**config.mk**
```make
export PLATFORM = sky130hd
export DESIGN_NAME = shift_tx_sequencer
export DESIGN_NICKNAME = d
export VERILOG_FILES = /design/src/rtl/shift_tx_pkg.sv /design/src/rtl/shift_tx_bitcnt.sv /design/src/rtl/shift_tx_sequencer.sv
export SDC_FILE = /design/constraint.sdc
export NUM_CORES = 1
export LEC_CHECK = 0
export CAP_MARGIN = 40
export CORE_MARGIN = 1.5
export CORE_UTILIZATION = 40
export CTS_BUF_LIST = sky130_fd_sc_hd__clkbuf_4
export DETAILED_ROUTE_END_ITERATION = 10
export DONT_BUFFER_PORTS = 1
export SLEW_MARGIN = 30
export SYNTH_ARGS = -nofsm -noshare
export SYNTH_HDL_FRONTEND = slang
export SYNTH_SLANG_ARGS = --single-unit
```
**constraint.sdc**
```tcl
create_clock -name clk -period 2.25 [get_ports clk]
set_input_delay 0.3375 -clock clk [delete_from_list [all_inputs] [get_ports clk]]
set_output_delay 0.3375 -clock clk [all_outputs]
set_load 0.01 [all_outputs]
```
**src/rtl/shift_tx_pkg.sv**
```systemverilog
// Shared types and constants for the 4-bit shift-register transmit sequencer.
// The PARITY state exists only when SHIFT_TX_PARITY_EN is defined.
package shift_tx_pkg;

    localparam int WORD_W = 4;

    localparam logic [1:0] SEL_HOLD   = 2'b00;
    localparam logic [1:0] SEL_TO_MSB = 2'b01;
    localparam logic [1:0] SEL_TO_LSB = 2'b10;
    localparam logic [1:0] SEL_LOAD   = 2'b11;

    // Down-counter preload for the SHIFT phase: it reaches zero on the last bit.
    localparam logic [3:0] LAST_BIT_CNT = 4'(WORD_W - 1);

`ifdef SHIFT_TX_PARITY_EN
    typedef enum logic [2:0] {
        ST_IDLE,
        ST_LOAD,
        ST_SHIFT,
        ST_GAP,
        ST_PARITY
    } state_e;
`else
    typedef enum logic [1:0] {
        ST_IDLE,
        ST_LOAD,
        ST_SHIFT,
        ST_GAP
    } state_e;
`endif

    function automatic logic even_parity(input logic [WORD_W-1:0] word);
        return ^word;
    endfunction

endpackage

```
**src/rtl/shift_tx_bitcnt.sv**
```systemverilog
// Loadable down-counter shared by the bit phase and the inter-word gap.
// Load has priority over decrement; the counter saturates at zero.
module shift_tx_bitcnt #(
    parameter int CNT_W = 4
) (
    input  logic             clk,
    input  logic             rst,
    input  logic             load_i,
    input  logic [CNT_W-1:0] load_val_i,
    input  logic             dec_i,
    output logic             tc_o
);

    logic [CNT_W-1:0] cnt_q;
    logic [CNT_W-1:0] cnt_d;

    always_comb begin
        cnt_d = cnt_q;
        if (load_i) begin
            cnt_d = load_val_i;
        end else if (dec_i && (cnt_q != '0)) begin
            cnt_d = cnt_q - 1'b1;
        end
    end

    always_ff @(posedge clk) begin
        if (rst) begin
            cnt_q <= '0;
        end else begin
            cnt_q <= cnt_d;
        end
    end

    assign tc_o = (cnt_q == '0);

endmodule

```
**src/rtl/shift_tx_sequencer.sv**
```systemverilog
// Drives an external 4-bit universal shift register to serialise words, MSB- or LSB-first.
// Optional even-parity bit per word when SHIFT_TX_PARITY_EN is defined.
module shift_tx_sequencer
    import shift_tx_pkg::*;
#(
    parameter int unsigned GAP_CYCLES = 0,
    parameter logic        FILL_BIT   = 1'b0
) (
    input  logic              clk,
    input  logic              rst,
    input  logic              in_valid_i,
    output logic              in_ready_o,
    input  logic [WORD_W-1:0] in_data_i,
    input  logic              dir_i,
    output logic [1:0]        sel_o,
    output logic [WORD_W-1:0] pin_o,
    output logic              slin_o,
    output logic              srin_o,
    input  logic [WORD_W-1:0] pout_i,
    output logic              ser_o,
    output logic              ser_valid_o,
    output logic              busy_o,
    output logic              done_o
);

    localparam logic [3:0] GAP_LOAD = (GAP_CYCLES == 0) ? 4'd0 : 4'(GAP_CYCLES - 1);

    state_e            state_q, state_d;
    logic [WORD_W-1:0] word_q, word_d;
    logic              dir_q, dir_d;
    logic              run_q;
    logic              accept;
    logic              word_end;
    logic              cnt_load;
    logic [3:0]        cnt_load_val;
    logic              cnt_dec;
    logic              cnt_tc;

    shift_tx_bitcnt #(.CNT_W(4)) u_bitcnt (
        .clk        (clk),
        .rst        (rst),
        .load_i     (cnt_load),
        .load_val_i (cnt_load_val),
        .dec_i      (cnt_dec),
        .tc_o       (cnt_tc)
    );

`ifdef SHIFT_TX_PARITY_EN
    assign word_end = (state_q == ST_PARITY);
`else
    assign word_end = (state_q == ST_SHIFT) && cnt_tc;
`endif

    // run_q keeps in_ready_o low for the first cycle after a reset edge.
    assign in_ready_o = run_q && ((state_q == ST_IDLE) || ((GAP_CYCLES == 0) && word_end));
    assign accept     = in_valid_i && in_ready_o;
    assign word_d     = accept ? in_data_i : word_q;
    assign dir_d      = accept ? dir_i : dir_q;

    always_ff @(posedge clk) begin
        if (rst) begin
            state_q <= ST_IDLE;
            word_q  <= '0;
            dir_q   <= 1'b0;
            run_q   <= 1'b0;
        end else begin
            state_q <= state_d;
            word_q  <= word_d;
            dir_q   <= dir_d;
            run_q   <= 1'b1;
        end
    end

    always_comb begin
        state_d      = state_q;
        cnt_load     = 1'b0;
        cnt_load_val = LAST_BIT_CNT;
        cnt_dec      = 1'b0;
        case (state_q)
            ST_IDLE: begin
                if (accept) state_d = ST_LOAD;
            end
            ST_LOAD: begin
                state_d  = ST_SHIFT;
                cnt_load = 1'b1;
            end
            ST_SHIFT: begin
                cnt_dec = 1'b1;
`ifdef SHIFT_TX_PARITY_EN
                if (cnt_tc) state_d = ST_PARITY;
`endif
            end
            ST_GAP: begin
                cnt_dec = 1'b1;
                if (cnt_tc) state_d = ST_IDLE;
            end
            default: state_d = ST_IDLE;
        endcase
        // Common exit after the final serial bit of a word.
        if (word_end) begin
            if (GAP_CYCLES == 0) begin
                state_d = accept ? ST_LOAD : ST_IDLE;
            end else begin
                state_d      = ST_GAP;
                cnt_load     = 1'b1;
                cnt_load_val = GAP_LOAD;
            end
        end
    end

    always_comb begin
        sel_o       = SEL_HOLD;
        ser_valid_o = 1'b0;
        ser_o       = 1'b0;
        case (state_q)
            ST_LOAD: sel_o = SEL_LOAD;
            ST_SHIFT: begin
                sel_o       = dir_q ? SEL_TO_LSB : SEL_TO_MSB;
                ser_valid_o = 1'b1;
                ser_o       = dir_q ? pout_i[0] : pout_i[WORD_W-1];
            end
`ifdef SHIFT_TX_PARITY_EN
            ST_PARITY: begin
                ser_valid_o = 1'b1;
                ser_o       = even_parity(word_q);
            end
`endif
            default: sel_o = SEL_HOLD;
        endcase
    end

    assign busy_o = (state_q != ST_IDLE);
    assign done_o = word_end;
    assign pin_o  = word_q;
    assign slin_o = FILL_BIT;
    assign srin_o = FILL_BIT;

endmodule

```
# Yosys cells after proc, flatten, opt, wreduce, memory -nomap -nowiden
# Cells that the tools add are included.
[totals]
in_bits = 12
reg_bits = 12
elab_cells = 41
[classes]
n_mux = 15
add_sub_neg = 1
eq_ne = 5
n_reduce_logical = 14
[op_table]
columns = ["op", "count"]
rows = [
  ["$mux W2", 6],
  ["$reduce_bool A4 Y1", 2],
  ["$mux W1", 7],
  ["$ne A3 B3 Y1 const B", 2],
  ["$pmux W2 S3", 1],
  ["$eq A2 B2 Y1 const B", 2],
  ["$logic_and A1 B1 Y1", 4],
  ["$logic_not A4 Y1", 1],
  ["$pmux W2 S2", 1],
  ["$reduce_bool A2 Y1", 2],
  ["$reduce_or A2 Y1", 2],
  ["$sub A4 B1 Y4 const B", 1],
  ["$reduce_and A3 Y1", 1],
  ["$eq A2 B1 Y1 const B", 1],
  ["$logic_not A2 Y1", 1],
  ["$logic_or A1 B1 Y1", 1],
]

# Depth between registers and ports, before layout
# Gate-level depths: netlist of the first run.
[depth]
ltp_word = 8
depth_mapped = 7
mapped_depth_nobuf = 6

# Hierarchy
# Synthesis of the first run repeated with hierarchy kept, for this count alone.
[unflattened]
hier_cells = 91
area_unflattened_um2 = 768.2
[modules_own_cells]
columns = ["mod", "seq_area_each_um2", "area_each_um2", "instances", "cells_each"]
rows = [
  ["shift_tx_sequencer", 160.2, 505.5, 1, 62],
  ["shift_tx_bitcnt", 80.1, 262.8, 1, 29],
]

# Worst setup path before layout of the first run
# No wires, ideal clock.
[synth_path]
path_kind = "register to register"
start = "register state_q[0]"
end = "register dir_q"
path_stages_with_launch = 8
t_required_ps = 2121
t_arrival_ps = 1670
path_slack_ps = 451
path_cell_list = "dfxtp_1 -> inv_1 -> ha_1 -> and4bb_2 -> buf_2 -> o21bai_2 -> mux2i_1 -> nor2_1"
[synth_between]
elab_chain_cells = 5
elab_cells_between_ends = 6
[synth_lines]
columns = ["item", "line", "text"]
rows = [
  ["start: declaration", "shift_tx_sequencer.sv:28", "state_e state_q, state_d;"],
  ["start signal: assignment", "shift_tx_sequencer.sv:67", "state_q <= state_d;"],
  ["$eq A2 B2 Y1", "shift_tx_sequencer.sv:51", "assign word_end = (state_q == ST_SHIFT) && cnt_tc;"],
  ["$logic_and A1 B1 Y1", "shift_tx_sequencer.sv:51", ""],
  ["net done_o", "shift_tx_sequencer.sv:23", "output logic done_o"],
  ["$logic_or A1 B1 Y1", "shift_tx_sequencer.sv:55", "assign in_ready_o = run_q && ((state_q == ST_IDLE) || ((GAP_CYCLES == 0) && word_end));"],
  ["$logic_and A1 B1 Y1", "shift_tx_sequencer.sv:55", ""],
  ["$logic_and A1 B1 Y1", "shift_tx_sequencer.sv:56", "assign accept = in_valid_i && in_ready_o;"],
  ["end signal: assignment", "shift_tx_sequencer.sv:69", "dir_q <= dir_d;"],
  ["end: declaration", "shift_tx_sequencer.sv:30", "logic dir_q, dir_d;"],
]
# The timed path passes the listed nets, and every way through them passes these cells.
# A chain may end at the register's enable or synchronous reset.

# Worst setup path in the final report of the first run
[layout_path]
start = "register state_q[0]"
end = "output port in_ready_o"
[layout_between]
elab_chain_cells = 4
elab_cells_between_ends = 5
[layout_lines]
columns = ["item", "line", "text"]
rows = [
  ["$eq A2 B2 Y1", "shift_tx_sequencer.sv:51", ""],
  ["$logic_and A1 B1 Y1", "shift_tx_sequencer.sv:51", ""],
  ["net done_o", "shift_tx_sequencer.sv:23", ""],
  ["$logic_or A1 B1 Y1", "shift_tx_sequencer.sv:55", ""],
  ["$logic_and A1 B1 Y1", "shift_tx_sequencer.sv:55", ""],
  ["end: declaration", "shift_tx_sequencer.sv:12", "output logic in_ready_o,"],
]
# The timed path passes the listed nets, and every way through them passes these cells.

==> results of run 1 <==
-- worst max-delay path: stages, from the launching register on --
cell,delay (ps)
dfxtp_1,420
inv_1,90
ha_1,220
and4bb_2,330
o21a_1,230
-- logic make-up (layout without fill, tap and decap cells) --
kind of cell | Yosys count | count (layout) | synth area share
flip-flops | 12 | 12 | 0.3429
buffers and inverters | 11 | 11 | 0.07320
multiplexers | 7 | 7 | 0.1000
AO/OA/AOI/OAI | 14 | 14 | 0.1839
adder cells (fa/ha/maj) | 6 | 6 | 0.1071
other | 1 | 2 | 0.005352
XOR/XNOR | 2 | 2 | 0.02500
AND/OR/NAND/NOR | 19 | 19 | 0.1625
-- area by class of cell --
cell class              instances  area, um2  area share
inverters                       6      22.52     0.03087
multi-input cells              50      412.9      0.5660
clock buffers                   3      22.52     0.03087
flip-flops and latches         12      240.2      0.3293
repair buffers                  1      7.507     0.01029
clock inverters                 1      3.754    0.005146
well taps                      16      20.02     0.02744
-- routing by layer --
layer	vias up	routed length [um]
met4	0	0
met3	0	90
met2	21	563
li1	249	-
met1	207	657
met5	-	0
-- metrics by stage --
step	setup slack [ps]	area (um2)	cells
after CTS	338.1	729.5	89
after detailed placement	457.1	703.2	85
after global placement	505.6	703.2	85
after floorplan	451.5	704.4	73
after global routing	258.6	729.5	89
final	357.9	729.5	89
-- sequential cells by signal, indices dropped and copies added, names as in the netlist --
| name | flops |
|---|---|
| dir_q | 1 |
| pin_o | 4 |
| run_q | 1 |
| state_q | 2 |
| u_bitcnt.cnt_q | 4 |
-- worst paths after layout --
check	from	end	slack (ps)	cells past startpoint
worst max-delay path	state_q[0]$_SDFFE_PP0P_	in_ready_o	360	4
worst min-delay path	rst	state_q[0]$_SDFFE_PP0P_	110	1
worst max register to register	state_q[0]$_SDFFE_PP0P_	pin_o[0]$_SDFFE_PP0P_	480	6
worst min register to register	u_bitcnt.cnt_q[1]$_SDFFE_PP0P_	u_bitcnt.cnt_q[1]$_SDFFE_PP0P_	520	2
-- placed cells by master, fill, tap and decap left out, types with 2 or more instances in the layout --
| master | netlist | routed |
|---|---|---|
| dfxtp_1 | 12 | 12 |
| mux2i_1 | 7 | 7 |
| inv_1 | 6 | 6 |
| ha_1 | 6 | 6 |
| nor3_1 | 5 | 5 |
| nor2_1 | 5 | 5 |
| nor2b_1 | 3 | 3 |
| o211ai_1 | 3 | 3 |
| clkbuf_4 | 0 | 3 |
| o21a_1 | 2 | 2 |
| a21oi_1 | 2 | 2 |
| xor2_1 | 2 | 2 |
| conb_1 | 1 | 2 |
-- power by group through the flow --
stage / logic, mW / registers, mW / clock network (mW)
after floorplan: 0.427 / 0.297 / 0
after global placement: 0.480 / 0.306 / 0
after detailed placement: 0.495 / 0.306 / 0
after CTS: 0.497 / 0.302 / 0.145
after global routing: 0.553 / 0.308 / 0.151
final: 0.489 / 0.301 / 0.141
==> flow_metrics.py, run 1 <==
metrics = {
    "setup_path": {
        "cp.arrival_ps": 1550,
        "critPathKind": "reg2out",
        "startpoint_type": "flop",
        "critPathCaptureType": "output port",
        "crit_required_ps": 1910,
        "path_max_fanout": 9,
    },
    "sta": {
        "clock.fmax_mhz": 528.5,
        "worst_hold_slack_ps": 114.8,
        "setup_tns_ps": 0,
        "min_period_over_period": 0.8409,
        "fin_crit_ps": 1892,
        "skew_ps": 4.159,
        "rsz0062_at_grt": "false",
        "setup_violations": 0,
        "hold_viol_final": 0,
        "slew_viol_final": 0,
    },
    "synth": {
        "synth_top_area_frac": 0.3429,
        "yosys.cell_types.count": 28,
        "yosys_warnings": 0,
        "synth_edf_count": 0,
        "yosysSeqAreaShare": 0.3429,
        "netlist_instances": 72,
        "synthArstFlopShare": 0,
        "synth-main-ff-cell": "dfxtp_1",
        "yosysMostFrequentCell": "dfxtp_1",
        "synthTopCellsByCount": "dfxtp_1, mux2i_1, ha_1, inv_1",
        "synth_area_per_cell_um2": 9.732,
        "synth_top_area_cell": "dfxtp_1",
        "synthTopCellsByArea": "dfxtp_1, ha_1, mux2i_1",
        "syn_area_um2": 700.7,
        "ys_ff_latch": 12,
    },
    "power_and_ir_drop": {
        "p_leak_nw": 0.3114,
        "p_per_area_nw_per_um2": 1276,
        "total_power_mw": 0.9310,
        "p_seq_frac": 0.324,
        "power_switching_mw": 0.3936,
        "p_comb_frac": 0.525,
        "vdd_drop_max_mv": 0.5237,
        "clockPowerShare": 0.151,
        "internal_power_mw": 0.5374,
        "switching_share": 0.4228,
    },
    "floorplanning": {
        "fp-row-count": 14,
        "coreArea_um2": 1577,
        "dieArea_um2": 2012,
        "chipHeight_um": 44.86,
        "start_util": 0.4444,
        "fp.dieW_um": 44.86,
        "ioPinCount": 25,
    },
    "detailed_routing": {
        "post_drt_wl_per_cell_um": 14.73,
        "via_count": 477,
        "drtPass1Iterations": 2,
        "vias_per_cell": 5.360,
        "wirelength_mm": 1.311,
        "ant_nets": 0,
        "dr.first_iter.drc_count": 4,
        "drc": 0,
    },
    "place": {
        "io_buffer_count": 0,
        "dp.final_hpwl_mm": 1.001,
        "place.gp.congestion": 0.7263,
    },
    "clock_tree": {
        "postCtsSetupRepairBufs": 0,
        "clockBufferDepth": 2,
        "postCtsHoldBufs": 0,
        "clk_latency_ps": 280,
        "cts_tree": "yes",
        "htree_levels": 1,
        "cts_resized": 0,
        "root_buffer": "clkbuf_4",
        "cts_inserted_buffers": 3,
        "clk_pin_slew_worst_paths_ps": 70,
        "cts_sinks": 12,
    },
    "global_routing": {
        "overflow": 0,
        "grtUsageMet1": 0.1852,
        "met3_usage": 0.06400,
        "grt_use_total": 0.1485,
        "antenna_found_initial": 0,
        "grt_pass1_wl_mm": 2.166,
        "grt_pass1_vias": 508,
        "grt-busiest-layer": "met2",
        "met2_usage": 0.2464,
        "grt_max_degree": 13,
    },
    "final_layout": {
        "syn_to_final_growth_pct": 4.107,
        "fillers": 156,
        "drive_gt1_frac": 0.1507,
        "utilization": 0.4627,
        "antenna_cells": 0,
        "layout.nets": 92,
    },
    "job": {
        "drv_cap": 0,
    },
    "status": {
        "status": "finished clean",
    },
    "min_path": {
        "worstHoldPathType": "in2reg",
    },
}
Note: power is estimated with default switching activity, not from simulation.
==> run 2: changes to the inputs <==
- clock period: 2.25 -> 1.9 ns (I/O delays scaled with it)
==> flow_metrics.py, run 2 (synthesis gave the netlist of run 1 again) <==
metrics = {
    "setup_path": {
        "cp_slowest_cell": "and4bb_2",
        "cpPeakStageDelay_ps": 390,
        "crit_required_ps": 1620,
        "cp_num_buf_inv": 1,
        "path_max_fanout": 9,
        "crit_chain": "inv_1, ha_1, and4bb_2, o21a_1",
        "critPathCaptureType": "output port",
        "cp.arrival_ps": 1480,
        "crit_cells": 4,
        "r2r_cells": 6,
        "critPathKind": "reg2out",
        "startpoint_type": "flop",
        "path_delay_family": "simple AND/OR/NAND/NOR gates",
    },
    "clock_tree": {
        "htree_levels": 1,
        "clk_pin_slew_worst_paths_ps": 80,
        "cts_tree": "yes",
        "cts_resized": 0,
        "clockBufferDepth": 2,
        "postCtsHoldBufs": 0,
        "root_buffer": "clkbuf_4",
        "postCtsSetupRepairBufs": 0,
        "clk_latency_ps": 280,
        "cts_inserted_buffers": 3,
        "cts_sinks": 12,
    },
    "sta": {
        "skew_ps": 2.997,
        "min_period_over_period": 0.9293,
        "fin_crit_ps": 1766,
        "setup_tns_ps": 0,
        "rsz0062_at_grt": "false",
        "hold_viol_final": 0,
        "setup_violations": 0,
        "clock.fmax_mhz": 566.4,
        "slew_viol_final": 0,
    },
    "power_and_ir_drop": {
        "p_comb_frac": 0.552,
        "p_per_area_nw_per_um2": 1523,
        "p_leak_nw": 0.3263,
        "switching_share": 0.4154,
        "internal_power_mw": 0.6696,
        "vdd_drop_max_mv": 0.7512,
        "clockPowerShare": 0.146,
        "p_seq_frac": 0.302,
        "power_switching_mw": 0.4758,
    },
    "final_layout": {
        "utilization": 0.4770,
        "multi_input_area_um2": 412.9,
        "final_cell_mix": "dfxtp_1, mux2i_1, inv_1, ha_1",
        "regArea_um2": 240.2,
        "drive_gt1_frac": 0.1842,
        "instances_no_fill": 92,
        "fillers": 155,
        "layout.nets": 95,
        "syn_to_final_growth_pct": 7.321,
        "antenna_cells": 0,
        "final_common_cell": "dfxtp_1",
        "fin_area_um2": 752.0,
    },
    "detailed_routing": {
        "vias_per_cell": 5.435,
        "drtPass1Iterations": 4,
        "post_drt_wl_per_cell_um": 13.97,
        "via_count": 500,
        "wirelength_mm": 1.285,
        "drc": 0,
        "ant_nets": 0,
        "dr.first_iter.drc_count": 7,
    },
    "floorplanning": {
        "coreArea_um2": 1577,
        "fp-row-count": 14,
        "start_util": 0.4444,
        "chipHeight_um": 44.86,
        "ioPinCount": 25,
        "dieArea_um2": 2012,
        "fp.dieW_um": 44.86,
    },
    "global_routing": {
        "antenna_found_initial": 0,
        "grt_use_total": 0.1471,
        "overflow": 0,
        "grt_max_degree": 13,
        "grt_pass1_wl_mm": 2.104,
        "grt_pass1_vias": 500,
    },
    "job": {
        "drv_cap": 0,
    },
    "place": {
        "io_buffer_count": 0,
        "place.gp.congestion": 0.7015,
        "dp.final_hpwl_mm": 1.006,
        "place_area_um2": 725.7,
        "dp.cells": 88,
    },
    "status": {
        "status": "finished clean",
    },
    "min_path": {
        "hold_depth": 1,
        "worstHoldPathType": "in2reg",
    },
}
==> run 2: stage by stage <==
step	power (mW)	setup WS, ps	hold WS, ps
2_1_floorplan	0.8569	101.5	360.0
3_3_place_gp	0.9773	210.4	356.9
3_5_place_dp	0.9884	177.2	358.1
4_1_cts	1.155	131.9	60.53
5_1_grt	1.240	64.33	47.21
6_report	1.145	134.4	70.14
==> run 2: path summary, 6_finish.rpt <==
kind                                                startpoint                             end  slack, ps
worst max-delay path            u_bitcnt.cnt_q[0]$_SDFFE_PP0P_                      in_ready_o        130
worst min-delay path                                       rst           pin_o[0]$_SDFFE_PP0P_         70
worst max register to register  u_bitcnt.cnt_q[0]$_SDFFE_PP0P_         state_q[0]$_SDFFE_PP0P_        150
worst min register to register  u_bitcnt.cnt_q[1]$_SDFFE_PP0P_  u_bitcnt.cnt_q[1]$_SDFFE_PP0P_        520
==> run 2: worst register-to-register path, stage by stage (launching register included) <==
cell and delay, ps:
dfxtp_1 320, inv_1 120, ha_1 170, or3b_4 410, a221oi_4 360, nor3_2 70
a211oi_2 210
==> run 2: metal layers <==
layer / global-route usage / part of all wire / up-vias / wire length [um]
met4: 0.05294 / 0.0078 / 0 / 10
met3: 0.05600 / 0.069 / 2 / 89
li1: - / - / 256 / -
met5: 0 / 0 / - / 0
met1: 0.1836 / 0.50 / 220 / 637
met2: 0.2319 / 0.43 / 22 / 548
==> run 2: layout make-up <==
cell class,count,share of cell area
clock buffer,3,0.02995
clock inverter,1,0.004992
inverter,6,0.02995
multi-input combinational,50,0.5491
sequential,12,0.3195
tap,16,0.02662
timing repair buffer,4,0.03993
==> run 2: power groups by stage <==
| stage | registers [mW] | clock network [mW] | logic [mW] |
|---|---|---|---|
| 2_1_floorplan | 0.351 | 0 | 0.505 |
| 3_3_place_gp | 0.349 | 0 | 0.628 |
| 3_5_place_dp | 0.351 | 0 | 0.638 |
| 4_1_cts | 0.345 | 0.171 | 0.639 |
| 5_1_grt | 0.353 | 0.184 | 0.704 |
| 6_report | 0.346 | 0.167 | 0.632 |
==> run 3: changes to the inputs <==
- CELL_PAD_IN_SITES_DETAIL_PLACEMENT: not set -> 2
- CELL_PAD_IN_SITES_GLOBAL_PLACEMENT: not set -> 2
- CORE_UTILIZATION: 40 -> 37
- PLACE_DENSITY_LB_ADDON: not set -> 0.1
==> flow_metrics.py, run 3 (synthesis gave the netlist of run 1 again) <==
metrics = {
    "floorplanning": {
        "ioPinCount": 25,
        "start_util": 0.4014,
        "fp-row-count": 15,
        "coreArea_um2": 1745,
        "fp.dieW_um": 46.52,
        "dieArea_um2": 2164,
        "chipHeight_um": 46.52,
    },
    "clock_tree": {
        "cts_inserted_buffers": 3,
        "cts_resized": 0,
        "clockBufferDepth": 2,
        "postCtsHoldBufs": 0,
        "postCtsSetupRepairBufs": 0,
        "htree_levels": 1,
        "cts_sinks": 12,
        "clk_latency_ps": 260,
        "clk_pin_slew_worst_paths_ps": 70,
        "root_buffer": "clkbuf_4",
        "cts_tree": "yes",
    },
    "final_layout": {
        "fin_area_um2": 767.0,
        "layout.nets": 96,
        "regArea_um2": 240.2,
        "final_cell_mix": "dfxtp_1, mux2i_1, inv_1, ha_1",
        "multi_input_area_um2": 412.9,
        "utilization": 0.4394,
        "drive_gt1_frac": 0.1974,
        "fillers": 208,
        "antenna_cells": 0,
        "syn_to_final_growth_pct": 9.464,
        "final_common_cell": "dfxtp_1",
    },
    "detailed_routing": {
        "ant_nets": 0,
        "vias_per_cell": 5.307,
        "post_drt_wl_per_cell_um": 14.93,
        "drc": 0,
        "drtPass1Iterations": 2,
        "wirelength_mm": 1.508,
        "dr.first_iter.drc_count": 3,
        "via_count": 536,
    },
    "global_routing": {
        "met3_usage": 0.03922,
        "antenna_found_initial": 0,
        "met2_usage": 0.2500,
        "grt_pass1_vias": 513,
        "grt-busiest-layer": "met2",
        "grt_max_degree": 13,
        "overflow": 0,
        "grtUsageMet1": 0.2075,
        "grt_pass1_wl_mm": 2.394,
        "grt_use_total": 0.1627,
    },
    "place": {
        "io_buffer_count": 0,
        "place.gp.congestion": 0.6867,
        "dp.final_hpwl_mm": 1.192,
        "place_area_um2": 744.5,
    },
    "sta": {
        "slew_viol_final": 0,
        "rsz0062_at_grt": "false",
        "fin_crit_ps": 1763,
        "setup_violations": 0,
        "setup_tns_ps": 0,
        "hold_viol_final": 0,
        "clock.fmax_mhz": 567.1,
        "min_period_over_period": 0.9281,
        "skew_ps": 2.689,
    },
    "setup_path": {
        "reg2reg_setup_slack_ps": 140,
        "critPathCaptureType": "flop",
        "cp.arrival_ps": 1940,
        "crit_required_ps": 2080,
        "crit_chain": "inv_1, ha_1, or3b_4, mux2i_1, nor3b_1, a211oi_1",
        "cpPeakStageDelay_ps": 420,
        "r2r-end": "u_bitcnt.cnt_q[1]$_SDFFE_PP0P_",
        "crit_cells": 6,
        "critPathKind": "reg2reg",
        "path_max_fanout": 4,
        "cp_num_buf_inv": 1,
        "cp_slowest_cell": "or3b_4",
        "reg2reg_from": "u_bitcnt.cnt_q[0]$_SDFFE_PP0P_",
        "path_delay_family": "simple AND/OR/NAND/NOR gates",
        "startpoint_type": "flop",
        "r2r_cells": 6,
    },
    "power_and_ir_drop": {
        "p_leak_nw": 0.3301,
        "p_per_area_nw_per_um2": 1504,
        "vdd_drop_max_mv": 0.6662,
        "p_seq_frac": 0.299,
        "power_switching_mw": 0.4776,
        "switching_share": 0.4140,
        "p_comb_frac": 0.571,
        "internal_power_mw": 0.6759,
        "clockPowerShare": 0.130,
    },
    "min_path": {
        "worstHoldPathType": "in2reg",
        "hold_depth": 1,
        "hp-start": "rst",
        "hold_end": "state_q[0]$_SDFFE_PP0P_",
    },
    "job": {
        "drv_cap": 0,
    },
    "status": {
        "status": "finished clean",
    },
}
run 3: area by class of cell:
class	count	area share
multi-input combinational	50	0.5383
tap	25	0.04078
sequential	12	0.3132
timing repair buffer	5	0.04894
inverter	6	0.02936
clock buffer	3	0.02936
run 3: through the flow:
step	worst slack, ps	cells	hold slack (ps)	power (mW)
2_1_floorplan	101.5	73	360.0	0.8569
3_3_place_gp	194.9	98	356.2	0.9947
3_5_place_dp	169.7	98	356.1	1.016
4_1_cts	137.1	101	62.86	1.177
5_1_grt	46.92	101	61.09	1.259
6_report	136.5	101	74.38	1.153
run 3: worst max path at each step:
stage | slack [ps] | startpoint | end
after floorplan | 100 | state_q[0]$_SDFFE_PP0P_ | dir_q$_SDFFE_PP0P_
after global placement | 190 | u_bitcnt.cnt_q[0]$_SDFFE_PP0P_ | state_q[0]$_SDFFE_PP0P_
after detailed placement | 170 | u_bitcnt.cnt_q[0]$_SDFFE_PP0P_ | state_q[0]$_SDFFE_PP0P_
after CTS | 140 | u_bitcnt.cnt_q[0]$_SDFFE_PP0P_ | u_bitcnt.cnt_q[1]$_SDFFE_PP0P_
after global routing | 50 | u_bitcnt.cnt_q[0]$_SDFFE_PP0P_ | u_bitcnt.cnt_q[1]$_SDFFE_PP0P_
final | 140 | u_bitcnt.cnt_q[0]$_SDFFE_PP0P_ | u_bitcnt.cnt_q[1]$_SDFFE_PP0P_
run 3: power groups by stage:
| stage | Sequential, mW | Clock, mW | Combinational [mW] |
|---|---|---|---|
| final | 0.345 | 0.150 | 0.659 |
| after floorplan | 0.351 | 0 | 0.505 |
| after global placement | 0.350 | 0 | 0.645 |
| after CTS | 0.347 | 0.160 | 0.670 |
| after global routing | 0.354 | 0.172 | 0.733 |
| after detailed placement | 0.352 | 0 | 0.664 |
run 3: per-layer routing:
layer / wire, um / vias to the layer above
met5: 0 / -
met4: 12 / 0
met3: 82 / 2
met2: 703 / 18
met1: 710 / 258
li1: - / 258
